## config.mk

```make
export PLATFORM = sky130hd
export DESIGN_NAME = stack_exec_unit
export DESIGN_NICKNAME = d
export VERILOG_FILES = /design/src/rtl/stack_exec_unit.sv
export SDC_FILE = /design/constraint.sdc
export NUM_CORES = 1
export LEC_CHECK = 0
export CAP_MARGIN = 5
export CORE_AREA = 8 8 156 158
export DETAILED_ROUTE_END_ITERATION = 16
export DIE_AREA = 0 0 164 166
export GPL_TIMING_DRIVEN = 0
export PLACE_DENSITY = 0.69
export SLEW_MARGIN = 0
export SYNTH_ARGS = -nofsm -noshare
export SYNTH_HDL_FRONTEND = slang
export SYNTH_SLANG_ARGS = --single-unit
```

## constraint.sdc

```tcl
create_clock -name eo3 -period 5.19 [get_ports eo3]
set_input_delay 0.519 -clock eo3 [delete_from_list [all_inputs] [get_ports eo3]]
set_output_delay 0.519 -clock eo3 [all_outputs]
set_load 0.05 [all_outputs]
```

## src/rtl/stack_exec_unit.sv

```systemverilog
// Operand-stack execution unit: bounded stack, ALU, sticky fault, valid/ready ops.
// Define STACK_MUL_EN to build the iterative W-cycle shift-add multiplier for opcode 15.
module stack_exec_unit #(
  parameter int W     = 8,
  parameter int DEPTH = 16,
  parameter int DW    = $clog2(DEPTH+1)
) (
  input  logic          eo3,
  input  logic          nF3,
  input  logic          op_valid,
  output logic          op_ready,
  input  logic [3:0]    op_code,
  input  logic [W-1:0]  op_imm,
  output logic          rsp_valid,
  output logic [W-1:0]  tos,
  output logic [W-1:0]  nos,
  output logic          zero,
  output logic [DW-1:0] depth,
  output logic          empty,
  output logic          full,
  output logic          fault,
  output logic [1:0]    fault_code
);

  localparam int AW = $clog2(DEPTH);

`ifdef STACK_MUL_EN
  localparam bit MulEn = 1'b1;
`else
  localparam bit MulEn = 1'b0;
`endif

  localparam logic [3:0] OpPush = 4'd1;
  localparam logic [3:0] OpPop  = 4'd2;
  localparam logic [3:0] OpDup  = 4'd3;
  localparam logic [3:0] OpSwap = 4'd4;
  localparam logic [3:0] OpOver = 4'd5;
  localparam logic [3:0] OpClrf = 4'd6;
  localparam logic [3:0] OpIll  = 4'd7;
  localparam logic [3:0] OpAdd  = 4'd8;
  localparam logic [3:0] OpSub  = 4'd9;
  localparam logic [3:0] OpXor  = 4'd10;
  localparam logic [3:0] OpAnd  = 4'd11;
  localparam logic [3:0] OpOr   = 4'd12;
  localparam logic [3:0] OpShl  = 4'd13;
  localparam logic [3:0] OpShr  = 4'd14;
  localparam logic [3:0] OpMul  = 4'd15;

  typedef enum logic [1:0] {
    StRun,
    StMul,
    StFault
  } state_t;

  state_t state;

  logic [W-1:0] mem [DEPTH];

  logic [AW-1:0] tIdx, nIdx, pIdx;
  logic [W-1:0]  z, o, alu;
  logic          accept;
  logic          isPush, isPop, isDup, isSwap, isOver, isClrf;
  logic          isBin, isMul, needOne, needTwo, needRoom;
  logic          illegal, under, over, bad;
  logic [1:0]    badCode;
  logic [DW-1:0] depthNext;
  logic          runOk;

  logic          wrEn0, wrEn1;
  logic [AW-1:0] wrIdx0, wrIdx1;
  logic [W-1:0]  wrDat0, wrDat1;

  assign tIdx = AW'(depth - DW'(1));
  assign nIdx = AW'(depth - DW'(2));
  assign pIdx = AW'(depth);
  assign z    = mem[tIdx];
  assign o    = mem[nIdx];

  assign tos   = (depth != '0) ? z : '0;
  assign nos   = (depth >= DW'(2)) ? o : '0;
  assign empty = (depth == '0);
  assign full  = (depth == DW'(DEPTH));

  assign op_ready = (state != StMul);
  assign accept   = op_valid & op_ready;

  assign isPush = (op_code == OpPush);
  assign isPop  = (op_code == OpPop);
  assign isDup  = (op_code == OpDup);
  assign isSwap = (op_code == OpSwap);
  assign isOver = (op_code == OpOver);
  assign isClrf = (op_code == OpClrf);
  assign isBin  = op_code[3] & (op_code != OpMul);
  assign isMul  = MulEn & (op_code == OpMul);

  assign needOne  = isPop | isDup;
  assign needTwo  = isSwap | isOver | isBin | isMul;
  assign needRoom = isPush | isDup | isOver;

  assign illegal = (op_code == OpIll) | ((op_code == OpMul) & !MulEn);
  assign under   = (needOne & (depth == '0))
                 | (needTwo & (depth < DW'(2)));
  assign over    = needRoom & full;
  assign bad     = illegal | under | over;
  assign badCode = illegal ? 2'd3 : (under ? 2'd1 : 2'd2);
  assign runOk   = accept & (state == StRun) & !bad;

  always_comb begin
    alu = '0;
    case (op_code)
      OpAdd: alu = z + o;
      OpSub: alu = z - o;
      OpXor: alu = z ^ o;
      OpAnd: alu = z & o;
      OpOr:  alu = z | o;
      OpShl: alu = (32'(o) >= 32'(W)) ? '0 : (z << o);
      OpShr: alu = (32'(o) >= 32'(W)) ? '0 : (z >> o);
      default: alu = '0;
    endcase
  end

  always_comb begin
    depthNext = depth;
    unique case (1'b1)
      isPush, isDup, isOver: depthNext = depth + DW'(1);
      isPop, isBin:          depthNext = depth - DW'(1);
      default:               depthNext = depth;
    endcase
  end

`ifdef STACK_MUL_EN
  logic [W-1:0] mulA, mulB, mulAcc, accNext;
  logic [5:0]   mulCnt;
  logic         mulLast;

  assign accNext = mulAcc + (mulB[0] ? mulA : '0);
  assign mulLast = (mulCnt == 6'(W-1));
`endif

  always_comb begin
    wrEn0  = 1'b0;
    wrEn1  = 1'b0;
    wrIdx0 = '0;
    wrIdx1 = '0;
    wrDat0 = '0;
    wrDat1 = '0;
    if (runOk) begin
      unique case (1'b1)
        isPush: begin
          wrEn0 = 1'b1; wrIdx0 = pIdx; wrDat0 = op_imm;
        end
        isDup: begin
          wrEn0 = 1'b1; wrIdx0 = pIdx; wrDat0 = z;
        end
        isOver: begin
          wrEn0 = 1'b1; wrIdx0 = pIdx; wrDat0 = o;
        end
        isSwap: begin
          wrEn0 = 1'b1; wrIdx0 = tIdx; wrDat0 = o;
          wrEn1 = 1'b1; wrIdx1 = nIdx; wrDat1 = z;
        end
        isBin: begin
          wrEn0 = 1'b1; wrIdx0 = nIdx; wrDat0 = alu;
        end
        default: ;
      endcase
    end
`ifdef STACK_MUL_EN
    if (state == StMul && mulLast) begin
      wrEn0 = 1'b1; wrIdx0 = nIdx; wrDat0 = accNext;
    end
`endif
  end

  // Storage is deliberately left out of reset.
  always_ff @(posedge eo3) begin
    if (wrEn0) mem[wrIdx0] <= wrDat0;
    if (wrEn1) mem[wrIdx1] <= wrDat1;
  end

  always_ff @(posedge eo3) begin
    if (nF3) begin
      state      <= StRun;
      depth      <= '0;
      fault      <= 1'b0;
      fault_code <= 2'd0;
      rsp_valid  <= 1'b0;
      zero       <= 1'b0;
    end else begin
      rsp_valid <= 1'b0;
      unique case (state)
        StRun: begin
          if (accept) begin
            if (bad) begin
              fault      <= 1'b1;
              fault_code <= badCode;
              state      <= StFault;
              rsp_valid  <= 1'b1;
            end else if (isMul) begin
              state <= StMul;
            end else begin
              rsp_valid <= 1'b1;
              depth     <= depthNext;
              if (isBin) zero <= (alu == '0);
            end
          end
        end
        StMul: begin
`ifdef STACK_MUL_EN
          if (mulLast) begin
            state     <= StRun;
            depth     <= depth - DW'(1);
            zero      <= (accNext == '0);
            rsp_valid <= 1'b1;
          end
`else
          state <= StRun;
`endif
        end
        StFault: begin
          if (accept) begin
            rsp_valid <= 1'b1;
            if (isClrf) begin
              fault      <= 1'b0;
              fault_code <= 2'd0;
              state      <= StRun;
            end
          end
        end
        default: state <= StRun;
      endcase
    end
  end

`ifdef STACK_MUL_EN
  always_ff @(posedge eo3) begin
    if (nF3) begin
      mulA   <= '0;
      mulB   <= '0;
      mulAcc <= '0;
      mulCnt <= '0;
    end else if (runOk && isMul) begin
      mulA   <= z;
      mulB   <= o;
      mulAcc <= '0;
      mulCnt <= '0;
    end else if (state == StMul) begin
      mulAcc <= accNext;
      mulA   <= mulA << 1;
      mulB   <= mulB >> 1;
      mulCnt <= mulCnt + 6'd1;
    end
  end
`endif

endmodule

```

# After elaboration in Yosys (flattened, before gate mapping)
# Memories as Yosys holds them, arrays and structs flattened.
# Index checks and enable logic that the tools add are counted.
dict set report word_totals {
  regBits 12
  mem_count 1
  romBits 0
  latch_bits 0
  out_inout_bits 29
  inputBits 15
  mem_bits_rw 128
  word_cells 116
}
# memory words word_bits read_ports rd_clocked_by_memory_dff write_ports line_no
set mem_list {}
lappend mem_list {mem 16 8 2 0 2 57} ;# logic [W-1:0] mem [DEPTH];
dict set report op_classes {
  div 0
  mux 38
  reduce_logical 17
  shifts 2
  n_lt_le_gt_ge 3
  multipliers 0
  add_sub_neg 5
  n_bitwise 21
  n_eq_ne 23
}
# cell n
set op_table {}
lappend op_table {{$mux W8} 7}
lappend op_table {{$pmux W8 S7} 1}
lappend op_table {{$eq A4 B4 Y1 const B} 8}
lappend op_table {{$pmux W8 S4} 1}
lappend op_table {{$eq A4 B3 Y1 const B} 4}
lappend op_table {{$mux W2} 8}
lappend op_table {{$mux W1} 13}
lappend op_table {{$mux W4} 3}
lappend op_table {{$pmux W4 S3} 1}
lappend op_table {{$reduce_and A4 Y1} 3}
lappend op_table {{$pmux W5 S2} 1}
lappend op_table {{$or A1 B1 Y1} 9}
lappend op_table {{$add A8 B8 Y8} 1}
lappend op_table {{$and A8 B8 Y8} 1}
lappend op_table {{$eq A4 B2 Y1 const B} 2}
lappend op_table {{$ge A8 B4 Y1 const B} 1}
lappend op_table {{$logic_not A8 Y1} 1}
lappend op_table {{$ne A2 B2 Y1 const B} 4}
lappend op_table {{$or A8 B8 Y8} 1}
lappend op_table {{$pmux W2 S2} 2}
lappend op_table {{$reduce_or A2 Y1} 4}
lappend op_table {{$shl A8 B8 Y8} 1}
lappend op_table {{$shr A8 B8 Y8} 1}
lappend op_table {{$sub A8 B8 Y8} 1}
lappend op_table {{other kinds (22)} 30}

# Logic depth before layout (Yosys ltp)
# Gate-level depths: netlist of run 1.
dict set report logic_depth {
  word_depth 12
  mapped_depth 27
  ltp_nobuf 20
}

# Least setup slack after synthesis of run 1
# OpenSTA, ideal clock, no wires.
dict set report synth_path {
  path_type {flip-flop to flip-flop}
  from {register depth[1]}
  to {memory mem[10][7], data pin}
  t_required_ns 4.920
  synth_period_minus_slack_ns 5.624
  setup_ns 0.270
  path_buffers 6
  stages_incl_launch_ff 27
  slack_ns -0.434
  t_arrival_ns 5.353
  cell_sequence {dfxtp_1 -> buf_6 -> buf_2 -> buf_6 -> inv_1 -> ha_1 -> xor2_2 -> buf_6 -> mux2i_1 -> mux2i_2 -> inv_1 -> buf_2 -> ha_1 -> mux2_2 -> inv_1 -> ha_1 -> o21a_1 -> o21ai_0 -> a21oi_1 -> nor2_1 -> a31oi_1 -> a31oi_1 -> xnor2_1 -> o211ai_1 -> o21bai_1 -> buf_2 -> mux2i_1}
}
# item line_no
set synth_lines {}
lappend synth_lines {{from (decl)} 18} ;# output logic [DW-1:0] depth,
lappend synth_lines {{from (signal assigned)} 203} ;# depth <= depthNext;
lappend synth_lines {{to (decl)} 57}

==> summary.md, run 1 <==
| Metric | Value |
|---|---|
| Leakage | between 4 and 5 nW |
| CTS tree | yes |
| Clock-pin slew on the worst setup and hold paths | 0.07 ns |
| Largest net degree at the start of global routing | 19 |
| Post-synth top flop | edfxtp_1 |
| Cts bufs inserted | 17 |
| Max Cap Violations | 0 |
| Final setup margin | between 0.015 and 0.02 ns |
| Internal | 3.08 mW |
| Initial antenna violation count | 0 |
| Place WS | -1.48 ns |
| Die width | 164 µm |
| Sw Share | 0.427 |
| Clk_skew | 0.0128 ns |
| Nature of the critical path startpoint | flop |
| Final Hold Viols | 0 |
| Pins Over Slew Limit | 0 |
| WS Path Type | flop to flop |
| Synthesized net count | 1049 |
| CP max stage cell | nor4_1 |
| Initial Util | 0.485 |
| Cts hold-fix bufs | 0 |
| DR vias/cell | 6.50 |
| DP HPWL | 26000 µm |
| Total congestion overflow | 0 |
| Die footprint | 0.0272 mm² |
| Yosys cell types | 87 |
| CTS H-tree lvls | 4 |
| Critical path cell sequence | buf_12, buf_12, inv_6, buf_8, ha_4, nor3b_1, nor2b_1, a22oi_1, o22ai_1, a311o_1, or2_2, clkbuf_1, nor4_1, nand3_1, clkbuf_1, o21ai_1 |
| Vias in the first global route | 8670 |
| DRC Markers | 0 |
| Layout cells sized above 1 | 0.213 |
| TritonRoute pass-1 iters | 7 |
| Area grow syn2layout | 18.9% |
| Synth Cell Area | 0.0107 mm² |
| Core area | 0.0221 mm² |
| Finished Cell Area | between 0.01 and 0.015 mm² |
| Power Density | about 420 mW/mm² |
| Worst slew pin tran | around 1.2 ns |
| Maximum VDD drop | 0.262 mV |
| Ys Warns | 0 |
| Post-synth EDFFs | 128 |
| 1st-iter DRT viols | around 1.0k |
| Clock root buffer | clkbuf_16 |
| ANT nets after route | 0 |
| Clock group share of total power | 0.222 |
| Mean routed wirelength per cell | ~25 µm |
| Floorplan row count | 55 |
| Main area contributors after synthesis | edfxtp_1, mux2i_1, mux4_2, nand2_1, o21ai_0 |
| CP endpoint kind | flop |
| CTS sink cnt | ~140 |
| Cell count after synthesis | 1005 |
| Clock Tree Buf Depth | 2 |
| Worst Path Arrival | 5.22 ns |
| Hold Path Class | flop to flop |
| Reg-to-reg slack, setup | 0.02 ns |
| FFs w/ async S/R, synth | 0 |
| Post-synth top area cell | edfxtp_1 |
| Net Sw Power | about 2.3 mW |
| Worst Path Max Fanout | 11 |
| Routed wire length | about 35000 µm |
| Yosys top cell area share | 0.359 |
| Seq/Total Area, Yosys | 0.377 |
| Fin crit share | 0.996 |
| GPL Wtd Cong | 0.968 |
| Critical path's largest stage delay | around 0.7 ns |
| Required time worst endpoint | 5.24 ns |
| Logic pwr share | 0.540 |
| First-pass GRT wire length | 52800 µm |
| Yosys reg bits | 138 |
| Ports | 44 |
| Chip Height | 166 µm |
| Final setup fails | 0 |
| Part of the power in registers | 0.238 |
| Fmax | 193 MHz |
| Syn avg cell area | 10.7 µm² |
| Tot GR Track Use | 0.257 |
| Slew Limit Headroom | 0.202 |
| Via count | just over 9k |
| Final net count | 1146 |
| Min cycle time layout | 5.17 ns |
| Skew-Pair Late Insertion Delay | 0.44 ns |
| Placed instance area | 0.0115 mm² |
| Port buffer count | 42 |
| Inserted Diodes | 0 |
| Outcome | finished, final reports clean |
[worst max-delay path: cells and delay by family (launching register included)]
family	cells	cell delay (ns)
buffers and inverters	6	1.17
AOI/OAI and AO/OA	4	1.20
and+or+nand+nor	5	1.82
adders and majority gates	1	0.20
DFF	1	0.38
[power by group through the flow]
stage | clock (mW) | combinational, mW | sequential [mW]
final | 1.19 | 2.90 | 1.28
after global routing | 1.24 | 3.07 | 1.28
after CTS | 1.20 | 2.69 | 1.28
after detailed placement | 0 | 2.51 | 1.30
after global placement | 0 | 2.49 | 1.30
after floorplan | 0 | 1.77 | 1.32
[flip-flops by register name (all words and copies together) (netlist names)]
register	flops
depth	5
fault	1
fault_code	2
mem	128
rsp_valid	1
zero	1
[layer usage]
metal | share of wire | GRT usage | vias to the layer above
li1 | - | - | 4014
met1 | 0.38 | 0.321 | 4364
met2 | 0.48 | 0.411 | 608
met3 | 0.10 | 0.0617 | 115
met4 | 0.043 | 0.123 | 0
met5 | 0 | 0 | -
[cells by family (layout without fill, tap and decap cells)]
family,Yosys count,after routing,share of synthesized area
and+or+nand+nor,310,310,0.141
AOI/OAI and AO/OA,210,210,0.128
muxes,182,182,0.239
DFF,138,138,0.377
buffers and inverters,116,226,0.0619
adders and majority gates,29,29,0.0346
xor gates and xnor gates,19,19,0.0176
other,1,1,0.000350
[cell type report]
cell class                      count  area [µm²]
Clock buffer                       18         429
Inverter                           27         113
Sequential cell                   138        4050
Timing Repair Buffer               83         764
Fill cell                        1857        9350
Buffer                             84         634
Clock inverter                     14         139
Multi-Input combinational cell    751        6260
Tap cell                          285         357
[Yosys cell counts, types with 5 or more instances]
cell type / count
nor4_1: 7
mux4_2: 36
o22ai_1: 11
nand3_1: 46
nor2b_1: 14
nor3_1: 10
clkbuf_1: 39
buf_2: 26
and4_1: 5
xnor2_1: 14
o211ai_1: 7
and2_1: 6
a21oi_1: 27
mux2i_4: 10
nand2_1: 113
inv_1: 24
a22oi_1: 10
a2111oi_0: 11
buf_4: 5
o21ai_0: 79
a211oi_1: 6
ha_1: 28
o31ai_1: 5
or3_1: 5
dfxtp_1: 10
mux2i_1: 108
and3_1: 8
edfxtp_1: 128
buf_6: 9
mux4_1: 8
a31oi_1: 10
mux2_2: 17
nor2_1: 68
nand2b_1: 7
[layout by cell type, fill, tap and decap left out, drive strengths merged, types with 7 or more instances in the layout]
cell type | netlist | layout
mux2 | 19 | 19
nand2 | 113 | 113
and3 | 9 | 9
buf | 46 | 79
nand2b | 7 | 7
o211ai | 7 | 7
edfxtp | 128 | 128
dfxtp | 10 | 10
mux4 | 44 | 44
xnor2 | 15 | 15
a31oi | 11 | 11
o21ai | 81 | 81
inv | 27 | 31
nor2 | 68 | 68
a21oi | 28 | 28
clkbuf | 42 | 63
ha | 28 | 28
a2111oi | 12 | 12
clkdlybuf4s50 | 0 | 42
nor4 | 8 | 8
nand3 | 46 | 46
nor2b | 14 | 14
nor3 | 11 | 11
a22oi | 10 | 10
o22ai | 11 | 11
mux2i | 119 | 119
[through the flow]
| step | util | hold slack, ns | instances | TNS, ns | total power [mW] |
|---|---|---|---|---|---|
| 3_5_place_dp | 0.522 | 0.454 | 1338 | -148.00 | 3.81 |
| 2_1_floorplan | - | 0.646 | 1005 | 0 | 3.10 |
| 3_3_place_gp | 0.521 | 0.441 | 1332 | -152.64 | 3.79 |
| 4_1_cts | 0.565 | 0.464 | 1384 | 0 | 5.17 |
| 5_1_grt | 0.577 | 0.495 | 1400 | -0.0164 | 5.60 |
| 6_report | 0.577 | 0.460 | 1400 | 0 | 5.38 |
[what timing repair did]
item / in CTS / in global routing
resized for setup: 57 / 36
gates cloned: 0 / 2
setup buffers: 16 / 14
endpoints found under the setup margin: 256 / 116
pin swaps: 12 / 13
[final timing paths]
path	start	end	cells past startpoint
max	depth[0]	mem[9][1]	16
min	fault_code[0]	fault_code[0]	2
max reg2reg	depth[0]	mem[9][1]	16
min reg2reg	fault_code[0]	fault_code[0]	2
Power figures use the tool's default switching activity.
==> inputs of run 2 (changes only) <==
Settings changed: CORE_AREA 8 8 156 158 to 8 8 184 134, DIE_AREA 0 0 164 166 to 0 0 192 142, PLACE_DENSITY 0.69 to 0.7.
==> run 2 against run 1 <==
Sequential share of layout area is 1.2 points lower; critical path depth up 6; first-iteration DRC count up 36%; sequential power is essentially flat; combinational power grew 9.3%; critical path type unchanged.
==> summary.md, run 2 (synthesis gave the netlist of run 1 again) <==
| Metric | Value |
|---|---|
| Port buffer count | 42 (unchanged) |
| Die width | 192 µm (was 164 µm) |
| Clock root buffer | clkbuf_16 (unchanged) |
| Commonest cells after routing, fill and taps aside | edfxtp_1, nand2_1, mux2i_1, buf_4, o21ai_0 (was edfxtp_1, nand2_1, mux2i_1, o21ai_0, nor2_1) |
| Inserted Diodes | 0 (unchanged) |
| GPL Wtd Cong | 0.963 (was 0.968) |
| Final setup fails | 0 (unchanged) |
| Critical path cell sequence | buf_12, buf_12, buf_16, inv_6, buf_12, ha_4, buf_12, buf_12, buf_6, a2111oi_1, or4_1, o31a_1, clkinvlp_4, ha_4, a2111oi_4, a31oi_2, a31oi_2, xnor2_1, o211ai_1, o21bai_4, buf_4, mux2i_1 (was buf_12, buf_12, inv_6, buf_8, ha_4, nor3b_1, nor2b_1, a22oi_1, o22ai_1, a311o_1, or2_2, clkbuf_1, nor4_1, nand3_1, clkbuf_1, o21ai_1) |
| ANT nets after route | 0 (unchanged) |
| Worst Path Max Fanout | 10 (was 11) |
| 1st-iter DRT viols | 1421 (was 1046) |
| First-pass GRT wire length | 56600 µm (was 52800 µm) |
| Tot GR Track Use | 0.281 (was 0.257) |
| DR vias/cell | 6.66 (was 6.50) |
| Leakage | 4.98 nW (was 4.75 nW) |
| Clock Tree Buf Depth | 2 (unchanged) |
| Chip Height | 142 µm (was 166 µm) |
| Pins Over Slew Limit | 0 (unchanged) |
| Max Used Layer | met5 (was met4) |
| Post-placement cell count | 1349 (was 1338) |
| Area grow syn2layout | 23.5% (was 18.9%) |
| Final net count | 1176 (was 1146) |
| Overall power | 5.75 mW (was 5.38 mW) |
| Clk_skew | 0.0124 ns (was 0.0128 ns) |
| DR WL met3 | 6250 µm (was 3600 µm) |
| Worst Path Arrival | 5.32 ns (was 5.22 ns) |
| Critical path's largest stage delay | 0.43 ns (was 0.72 ns) |
| Required time worst endpoint | 5.35 ns (was 5.24 ns) |
| Via count | 9549 (was 9101) |
| Ports | 44 (unchanged) |
| Floorplan row count | 46 (was 55) |
| CP top delay family | compound AO/OA/AOI/OAI gates (was simple AND/OR/NAND/NOR gates) |
| Final core utilization | 0.602 (was 0.577) |
| Fin crit share | 0.994 (was 0.996) |
| Vias in the first global route | 8861 (was 8670) |
| Largest net degree at the start of global routing | 19 (unchanged) |
| Die footprint | 0.0273 mm² (was 0.0272 mm²) |
| Clock-pin slew on the worst setup and hold paths | 0.06 ns (was 0.07 ns) |
| Skew-Pair Late Insertion Delay | 0.44 ns (about the same) |
| Power Density | 435 mW/mm² (was 422 mW/mm²) |
| Largest regs | mem: 128 flops, depth: 5 flops, fault_code: 2 flops (unchanged) |
| Hold Path Class | flop to flop (unchanged) |
| Most common cell after layout, fill and taps aside | edfxtp_1 (unchanged) |
| DP HPWL | 28300 µm (was 26000 µm) |
| Met2 WL | 16100 µm (was 17000 µm) |
| Fmax | 194 MHz (was 193 MHz) |
| CP most frequent cell | buf_12 |
| Met1 Wirelength | 16300 µm (was 13300 µm) |
| DRC Markers | 0 (unchanged) |
| Layout cells sized above 1 | 0.249 (was 0.213) |
| Max Cap Violations | 0 (unchanged) |
| Outcome | finished, final reports clean (unchanged) |
| Initial antenna violation count | 0 (unchanged) |
| Total congestion overflow | 0 (unchanged) |
| CTS tree | yes (unchanged) |
| CTS sink cnt | 138 (unchanged) |
| WS Path Type | flop to flop (unchanged) |
| Worst slew pin tran | 1.02 ns (was 1.18 ns) |
| Cts hold-fix bufs | 0 (unchanged) |
| Filler cell count | 1829 (was 1857) |
| Final Hold Viols | 0 (unchanged) |
| CP max stage cell | a2111oi_1 (was nor4_1) |
| Placed instance area | 0.0116 mm² (was 0.0115 mm²) |
| Maximum VDD drop | 0.275 mV (was 0.262 mV) |
| Non-Filler Instances | 1433 (was 1400) |
| Nature of the critical path startpoint | flop (unchanged) |
| TritonRoute pass-1 iters | 6 (was 7) |
| Slew Limit Headroom | 0.314 (was 0.202) |
| Routed wire length | 39300 µm (was 35400 µm) |
| CTS H-tree lvls | 4 (unchanged) |
| CP endpoint kind | flop (unchanged) |
| Buf/Inv on CP | 10 (was 6) |
| Place WS | -1.47 ns (was -1.48 ns) |
| Final setup margin | 0.0325 ns (was 0.0194 ns) |
| Core area | 0.0220 mm² (was 0.0221 mm²) |
| Initial Util | 0.487 (was 0.485) |
| Number of flip-flops in the largest register | 128 (unchanged) |
| Finished Cell Area | 0.0132 mm² (was 0.0127 mm²) |
| Mean routed wirelength per cell | 27.4 µm (was 25.3 µm) |
| Min cycle time layout | 5.16 ns (was 5.17 ns) |
| Cts bufs inserted | 17 (unchanged) |
| Largest Register | mem (unchanged) |
## run 2: repair_timing
action / in CTS / in global routing
setup buffers: 24 / 30
resized for setup: 78 / 48
pin swaps: 11 / 11
endpoints found under the setup margin: 266 / 237
## run 2: routing by layer
metal | track usage | up-vias
met5 | 0 | -
met4 | 0.0650 | 2
met3 | 0.0970 | 68
met2 | 0.380 | 759
met1 | 0.422 | 4640
li1 | - | 4080
## run 2: worst register-to-register path, delay by kind of cell, from the launching register on
family                   cells  cell delay (ns)
AO/OA/AOI/OAI                7             1.95
XOR/XNOR                     1             0.15
adder cells (fa/ha/maj)      2             0.51
buffers and inverters       10             1.58
flip-flops                   1             0.37
multiplexers                 1             0.10
AND/OR/NAND/NOR              1             0.21
## run 2: area by class of cell
class | count | area, µm² | share of cell area
Multi-Input combinational cell | 751 | 6390 | 0.483
Timing Repair Buffer | 110 | 937 | 0.0708
Buffer | 87 | 729 | 0.0551
Clock buffer | 27 | 601 | 0.0454
Clock inverter | 5 | 37.5 | 0.00284
Tap cell | 288 | 360 | 0.0272
Sequential cell | 138 | 4050 | 0.306
Inverter | 27 | 124 | 0.00936
## run 2: worst paths after layout
check                                   start            end  slack, ns  cells past startpoint
worst min register to register  fault_code[0]  fault_code[0]       0.47                      2
worst min-delay path            fault_code[0]  fault_code[0]       0.47                      2
worst max-delay path                 depth[0]      mem[6][7]       0.03                     22
worst max register to register       depth[0]      mem[6][7]       0.03                     22
## run 2: through the flow
stage	TNS [ns]	hold slack [ns]
after global placement	-203.78	0.455
after CTS	-7.14	0.471
after detailed placement	-169.52	0.462
after floorplan	0	0.646
final	0	0.473
after global routing	-3.65	0.508
## run 2: where the power goes
group	leakage (nW)	switching [mW]	total, mW	internal, mW
clock network	0.315	0.504	1.30	0.799
logic	3.39	1.92	3.17	1.26
registers	1.27	0.0194	1.28	1.26
